### src/rtl/toggle_event_rx.sv
// ---------------------------------------------------------------------------
// toggle_event_rx
//
// This is the receive end of a toggle-signalled event link. The remote side
// is a T flip-flop, and its q output drives t_in. This block synchronizes
// t_in into the clk domain and turns every level change into one discrete
// event. Events are buffered as a saturating pending count, and they are
// presented to the consumer on a valid/ready handshake.
//
// Optional feature macro: TOGGLE_RX_CNT_EN
//   When this macro is defined, a CNT_W-bit free-running event counter
//   (evt_cnt) exists. It counts every detected event, including dropped ones.
//
// Parameters
//   SYNC_STAGES : number of synchronizer flops on t_in (2 or more)
//   PEND_MAX    : maximum number of buffered events (1..255)
//   CNT_W       : width of evt_cnt (only used when TOGGLE_RX_CNT_EN is set)
//
// Ports
//   clk       : clock; all logic runs on the rising edge
//   rst       : asynchronous, active-low reset
//   t_in      : toggle-encoded level from the remote T flip-flop (async)
//   clr       : synchronous clear of pend, ovf and evt_cnt
//   evt_ready : consumer accepts one event this cycle
//   evt_valid : one or more events pending (combinational from pend only)
//   pend      : current pending event count
//   ovf       : sticky flag, set when an event was dropped
//   q_sync    : synchronized copy of t_in (last synchronizer stage)
//   evt_cnt   : total detected events, wraps (TOGGLE_RX_CNT_EN only)
// ---------------------------------------------------------------------------
module toggle_event_rx #(
    parameter  int SYNC_STAGES = 2,
    parameter  int PEND_MAX    = 3,
    parameter  int CNT_W       = 8,
    localparam int PEND_W      = $clog2(PEND_MAX + 1)
) (
    input  logic              clk,
    input  logic              rst,
    input  logic              t_in,
    input  logic              clr,
    input  logic              evt_ready,
    output logic              evt_valid,
    output logic [PEND_W-1:0] pend,
    output logic              ovf,
    output logic              q_sync
`ifdef TOGGLE_RX_CNT_EN
    ,
    output logic [CNT_W-1:0]  evt_cnt
`endif
);

    localparam logic [PEND_W-1:0] PendFull = PEND_W'(PEND_MAX);

    // Reject illegal configurations at elaboration time.
    if (SYNC_STAGES < 2 || PEND_MAX < 1 || PEND_MAX > 255 || CNT_W < 1) begin : g_param_check
        $error("toggle_event_rx: illegal parameter combination");
    end

    logic [SYNC_STAGES-1:0] sync_q;
    logic                   prev_q;
    logic [PEND_W-1:0]      pend_q, pend_d;
    logic                   ovf_q, ovf_d;
    logic                   det;
    logic                   pop;

    // Synchronizer chain and previous-level flop. clr does not touch these,
    // so clearing the pending state cannot create a false edge afterwards.
    always_ff @(posedge clk or negedge rst) begin
        if (!rst) begin
            sync_q <= '0;
            prev_q <= 1'b0;
        end else begin
            sync_q <= {sync_q[SYNC_STAGES-2:0], t_in};
            prev_q <= sync_q[SYNC_STAGES-1];
        end
    end

    // Either a rising or a falling level change counts as exactly one event.
    assign det       = sync_q[SYNC_STAGES-1] ^ prev_q;
    assign evt_valid = (pend_q != '0);
    assign pop       = evt_valid & evt_ready;

    // Next pending count and overflow flag. clr wins over everything else.
    // A detect that coincides with a pop cancels out. A detect that arrives
    // when the buffer is already full is dropped and recorded in ovf.
    always_comb begin
        pend_d = pend_q;
        ovf_d  = ovf_q;
        if (clr) begin
            pend_d = '0;
            ovf_d  = 1'b0;
        end else if (det && !pop) begin
            if (pend_q == PendFull) begin
                ovf_d = 1'b1;
            end else begin
                pend_d = pend_q + 1'b1;
            end
        end else if (pop && !det) begin
            pend_d = pend_q - 1'b1;
        end
    end

    always_ff @(posedge clk or negedge rst) begin
        if (!rst) begin
            pend_q <= '0;
            ovf_q  <= 1'b0;
        end else begin
            pend_q <= pend_d;
            ovf_q  <= ovf_d;
        end
    end

    assign pend   = pend_q;
    assign ovf    = ovf_q;
    assign q_sync = sync_q[SYNC_STAGES-1];

`ifdef TOGGLE_RX_CNT_EN
    logic [CNT_W-1:0] cnt_q, cnt_d;

    // Total event counter. Dropped events still count, and it wraps silently.
    always_comb begin
        cnt_d = cnt_q;
        if (clr) begin
            cnt_d = '0;
        end else if (det) begin
            cnt_d = cnt_q + 1'b1;
        end
    end

    always_ff @(posedge clk or negedge rst) begin
        if (!rst) begin
            cnt_q <= '0;
        end else begin
            cnt_q <= cnt_d;
        end
    end

    assign evt_cnt = cnt_q;
`endif

endmodule

### config.mk
export PLATFORM = sky130hd
export DESIGN_NAME = toggle_event_rx
export DESIGN_NICKNAME = d
export VERILOG_FILES = /design/src/rtl/toggle_event_rx.sv
export SDC_FILE = /design/constraint.sdc
export NUM_CORES = 1
export LEC_CHECK = 0
export BUFFER_PORTS_ARGS = -buffer_cell sky130_fd_sc_hd__buf_2
export CAP_MARGIN = 15
export CORE_AREA = 2 2 39 41
export DETAILED_ROUTE_END_ITERATION = 10
export DIE_AREA = 0 0 41 43
export SLEW_MARGIN = 25
export SYNTH_ARGS = -nofsm -noshare
export SYNTH_HDL_FRONTEND = slang
export SYNTH_SLANG_ARGS = --single-unit
### constraint.sdc
create_clock -name clk -period 2.3 [get_ports clk]
set_clock_uncertainty 0.15 [all_clocks]
set_input_delay 0.115 -clock clk [delete_from_list [all_inputs] [get_ports clk]]
set_output_delay 0.115 -clock clk [all_outputs]
set_load 0.005 [all_outputs]
==> results of run 1 <==
==> area by class of cell <==
cell class | instances | area share
sequential | 6 | 0.421
timing repair buffer | 12 | 0.211
inverter | 1 | 0.0105
multi-input combinational | 13 | 0.239
clock buffer | 3 | 0.0632
tap | 16 | 0.0561
==> logic make-up after synthesis <==
| kind of cell | Yosys count | share of synthesized area |
|---|---|---|
| AO/OA/AOI/OAI | 5 | 0.120 |
| buffers and inverters | 1 | 0.0157 |
| AND/OR/NAND/NOR | 7 | 0.199 |
| XOR/XNOR | 1 | 0.0367 |
| flip-flops | 6 | 0.628 |
==> worst register-to-register path, cell delays in order, from the launching register on <==
cell and delay (ns):
dfrtp_1 0.42, and3b_1 0.20, o21a_1 0.19, nor3_2 0.15
==> worst min-delay path by stage <==
stage | startpoint | endpoint | depth (start not counted)
2_1_floorplan | rst | ovf | 0
3_3_place_gp | rst | sync_q[0] | 1
3_5_place_dp | rst | sync_q[1] | 1
4_1_cts | rst | pend[0] | 2
5_1_grt | rst | pend[1] | 2
6_report | rst | pend[0] | 2
==> stage by stage <==
| stage | std cells | area (sq um) | setup slack, ns | hold slack, ns | total power [mW] |
|---|---|---|---|---|---|
| 2_1_floorplan | 20 | 239 | 1.17 | -0.331 | 0.132 |
| 3_3_place_gp | 45 | 304 | 1.13 | -0.210 | 0.146 |
| 3_5_place_dp | 45 | 304 | 1.12 | -0.208 | 0.147 |
| 4_1_cts | 51 | 357 | 1.02 | 0.0620 | 0.249 |
| 5_1_grt | 51 | 357 | 0.960 | 0.0856 | 0.259 |
| 6_report | 51 | 357 | 1.03 | 0.0726 | 0.241 |
==> power by group through the flow <==
| stage | Combinational (mW) | Sequential (mW) | Clock (mW) |
|---|---|---|---|
| global route | 0.0365 | 0.118 | 0.105 |
| detailed placement | 0.0282 | 0.119 | 0 |
| finish | 0.0316 | 0.117 | 0.0925 |
| CTS | 0.0321 | 0.117 | 0.0995 |
| floorplan | 0.0138 | 0.118 | 0 |
| global placement | 0.0281 | 0.118 | 0 |
==> what timing repair did <==
action / 4_1_cts / 5_1_grt
hold endpoints to repair: 10 / 0
setup buffers: 0 / 0
hold buffers: 3 / 0
gates resized for setup: 0 / 0
==> routing by layer <==
layer | GRT usage | share of wire | vias up
met5 | 0 | 0 | -
met4 | 0.0800 | 0 | 0
met3 | 0.0471 | 0.079 | 0
met2 | 0.0719 | 0.42 | 7
met1 | 0.0864 | 0.50 | 84
li1 | - | - | 100
==> cells in the final DEF (no fill, tap or decap), types with 3 or more instances in the layout <==
master         count
buf_2              9
clkbuf_4           3
dfrtp_1            6
dlygate4sd3_1      3
==> flip-flops by register name, summed over array words and instances (netlist names) <==
| signal | cells |
|---|---|
| pend | 2 |
| sync_q | 2 |
| ovf | 1 |
| prev_q | 1 |
==> metrics.csv, run 1 <==
metric,value,unit
status,completed,
rows,14,
synthTopCellsByArea,"dfrtp_1 (63%), nor3_2 (4.2%), and3b_1 (3.7%)",
die_w,41,um
fp.coreArea,0.00138,sq mm
fmaxAchievable,0.789,GHz
p_sw,0.0527,mW
dr.first_iter.drc_count,0,
firstDrtPassIters,1,
syn_area,239,sq um
fill_cells,147,
crit_buf_inv,1,
ys_seq_area_frac,0.628,
grt_max_degree,8,
combPwrFrac,0.131,
ant_nets,0,
grt_pass1_wl,738,um
grt_overflow,0,
antenna_found_initial,0,
clock-sinks,6,
synth_nets,25,
drcViolationCount,0,
crit_chain,or2_1 -> buf_2,
fin_crit,1.27,ns
pin_count,10,
criticalPathCategory,flip-flop to output pin,
r2r_start,pend[1],
crit_arrival,1.00,ns
final_net_count,42,
path_clk_slew,0.04,ns
worst_pin_slew,0.289,ns
cts_tree,built,
synth_edf_count,0,
r2r_slack,1.11,ns
gp_congestion,0.587,
irDropWorstVdd,247,uV
synth-seq-cells,6,
cp.required,2.04,ns
clock_path_buffers,2,
cp-endpoint,evt_valid,
die_area,0.00176,sq mm
critical_path_peak_fanout,7,
rsz0062_at_grt,no,
drive_above_1_share,0.371,
rr_worst_depth,3,
htree_levels,1,
seqPwrFrac,0.485,
p_int,0.188,mW
slew_violations,0,
synthToLayoutAreaGrowth,49.2,%
multiInputGateArea,85.1,sq um
grt_pass1_vias,176,
r2r_end,pend[0],
initial_core_util,0.173,
wl_per_cell,8.18,um
synth_top_area_cell,dfrtp_1,
synth_top_area_share,0.628,
yosys.cell_count.top_type,dfrtp_1,
dr_total_vias,191,
power_leakage,0.177,nW
finalCritPeriodShare,0.551,
p_per_area,676,mW/mm^2
fin_setup_tns,0,ns
critical_path.top_delay_family,flip-flops,
cp-end-kind,output pin,
slew_headroom,0.807,
setup_violations,0,
die_h,43,um
root_buffer,clkbuf_4,
yosys_warnings,0,
wirelength,417,um
utilization,0.258,
startpoint,pend[1],
startpoint_type,flip-flop,
synth_ff_type,dfrtp_1,
switching_share,0.219,
critPathSlowestCell,dfrtp_1,
path_depth,2,
port_buffers,9,
clock_latency,0.23,ns
seq_area,150,sq um
synth_cell_type_count,15,
cts_made_buffers,3,
via_per_inst,3.75,
avgSynthCellArea,11.9,sq um
final-hold-violation-count,0,
diodes,0,
cap_violations,0,
async_flop_share,1.00,
min_path_type,primary input to async pin,
grt_usage,0.0710,
netlist_instances,20,
cpPeakStageDelay,0.42,ns
p_clk_frac,0.384,
Note: power is estimated with default switching activity, not from simulation.
==> run 2, diff against run 1 <==
--- a/config.mk
+++ b/config.mk
@@ -5,6 +5,7 @@
 export SDC_FILE = /design/constraint.sdc
 export NUM_CORES = 1
 export LEC_CHECK = 0
+export ABC_AREA = 1
 export BUFFER_PORTS_ARGS = -buffer_cell sky130_fd_sc_hd__buf_2
 export CAP_MARGIN = 15
 export CORE_AREA = 2 2 39 41
==> constraint.sdc (replaced) <==
create_clock -name clk -period 1.3 [get_ports clk]
set_clock_uncertainty 0.15 [all_clocks]
set_input_delay 0.065 -clock clk [delete_from_list [all_inputs] [get_ports clk]]
set_output_delay 0.065 -clock clk [all_outputs]
set_load 0.005 [all_outputs]
==> metrics.csv, run 2 <==
metric,value,unit
r2r_slack,0.12,ns
startpoint,pend[0],
min_to,pend[1],
async_flop_share,1.00,
clock_latency,0.23,ns
crit_arrival,0.97,ns
clock_path_buffers,2,
syn_area,283,sq um
firstDrtPassIters,2,
gp_congestion,0.748,
switching_share,0.248,
min_path_type,primary input to flip-flop,
netlist_instances,36,
wl_met2,243,um
whs_path_depth,4,
port_buffers,9,
root_buffer,clkbuf_4,
synth_top_area_cell,dfrtp_1,
power_leakage,0.228,nW
cp.required,1.09,ns
synth-seq-cells,6,
place.detailed.hpwl,401,um
clock-sinks,6,
critical_path_peak_fanout,5,
cp-end-kind,output pin,
synth_cell_type_count,11,
fmaxAchievable,0.846,GHz
p_clk_frac,0.359,
p_int,0.339,mW
grt_overflow,0,
r2r_start,sync_q[1],
drt-met1-wl,241,um
hp-start,evt_ready,
slew_headroom,0.893,
pin_count,10,
wirelength,511,um
power,0.451,mW
wl_met3,26,um
die_h,43,um
antenna_found_initial,0,
die_area,0.00176,sq mm
synthTopCellsByArea,"dfrtp_1 (53%), nand2_1 (16%), inv_1 (9.3%)",
worst_pin_slew,0.159,ns
ys_seq_area_frac,0.531,
drcViolationCount,0,
synth_top_area_share,0.531,
yosys.cell_count.top_type,nand2_1,
final_net_count,59,
cts_tree,built,
dr_total_vias,268,
grt_max_degree,7,
setup_violations,0,
slew_violations,0,
grt_pass1_vias,221,
synth_edf_count,0,
criticalPathCategory,flip-flop to output pin,
path_clk_slew,0.04,ns
dr.first_iter.drc_count,7,
cts_made_buffers,3,
yosys_warnings,0,
initial_core_util,0.204,
fin_setup_tns,0,ns
fin_crit,1.18,ns
synth_common_cells,"nand2_1 (12), inv_1 (7), dfrtp_1 (6)",
synth_ff_type,dfrtp_1,
htree_levels,1,
synthToLayoutAreaGrowth,45.1,%
synth_nets,41,
fp.coreArea,0.00138,sq mm
highest_layer,met3,
p_sw,0.112,mW
rows,14,
avgSynthCellArea,7.85,sq um
rsz0062_at_grt,no,
seqPwrFrac,0.464,
startpoint_type,flip-flop,
final_common_cell,nand2_1,
drive_above_1_share,0.365,
wl_per_cell,7.51,um
r2r_end,pend[0],
irDropWorstVdd,541,uV
grt_pass1_wl,841,um
die_w,41,um
layout_common_cells,"nand2_1 (11), buf_2 (9), dfrtp_1 (6)",
p_per_area,1100,mW/mm^2
rr_worst_depth,8,
finalCritPeriodShare,0.910,
grt_usage,0.0751,
cap_violations,0,
via_per_inst,3.94,
status,completed,
diodes,0,
final-hold-violation-count,0,
combPwrFrac,0.176,
ant_nets,0,
[run 2: cell count changes in the layout (fill, tap and decap cells not counted), sizes merged, moves of 2 or more]
cell | before | now
inv | 1 | 7
nand3 | 0 | 2
nor2 | 1 | 3
nand2 | 0 | 13
nor3 | 2 | 0
[run 2: what timing repair did]
item / CTS / global route
endpoints found under the setup margin: 0 / 1
hold endpoints to repair: 10 / 0
hold buffers: 3 / 0
buffers inserted: 0 / 1
resized for setup: 0 / 3
[run 2: worst max-delay path by stage]
stage	endpoint	slack, ns	depth (start not counted)
3_5_place_dp	pend[0]	0.08	8
3_3_place_gp	pend[0]	0.13	8
5_1_grt	pend[0]	0.005	8
6_report	evt_valid	0.12	3
4_1_cts	pend[0]	0.08	8
2_1_floorplan	pend[0]	0.17	8
[run 2: layer usage]
metal | vias to the layer above | GRT usage
met5 | - | 0
met4 | 0 | 0.0800
met3 | 0 | 0.0314
met2 | 6 | 0.0875
met1 | 118 | 0.0933
li1 | 144 | -
[run 2: per-stage QoR]
stage | setup slack (ns) | instance area (sq um) | instances | hold slack, ns | util
finish | 0.117 | 410 | 68 | 0.00655 | 0.297
global route | 0.00458 | 410 | 68 | 0.0227 | 0.297
CTS | 0.0756 | 400 | 67 | 0.00100 | 0.289
detailed placement | 0.0804 | 348 | 61 | -0.259 | 0.251
global placement | 0.132 | 348 | 61 | -0.259 | 0.251
floorplan | 0.172 | 283 | 36 | -0.381 | -
[run 2: cell type report]
class / instances / area [sq um]
fillers: 150 / 973
flip-flops and latches: 6 / 150
multi-input cells: 23 / 109
repair buffers: 13 / 82.6
inverters: 7 / 26.3
clock buffers: 3 / 22.5
well taps: 16 / 20.0
[run 2: worst max-delay path, cell delays in order, from the launching register on]
cell and delay (ns):
dfrtp_1 0.41, nor2_1 0.15, inv_1 0.05, buf_2 0.12
[run 2: logic make-up after synthesis]
kind of cell | share of synthesized area
AOI/OAI and AO/OA | 0.0708
and+or+nand+nor | 0.305
buffers and inverters | 0.0929
DFF | 0.531
[run 2: power by group through the flow]
| stage | clock (mW) | sequential [mW] | combinational [mW] |
|---|---|---|---|
| after detailed placement | 0 | 0.212 | 0.0697 |
| after floorplan | 0 | 0.211 | 0.0387 |
| after global routing | 0.184 | 0.211 | 0.0915 |
| final | 0.162 | 0.209 | 0.0796 |
| after CTS | 0.172 | 0.209 | 0.0768 |
| after global placement | 0 | 0.211 | 0.0676 |
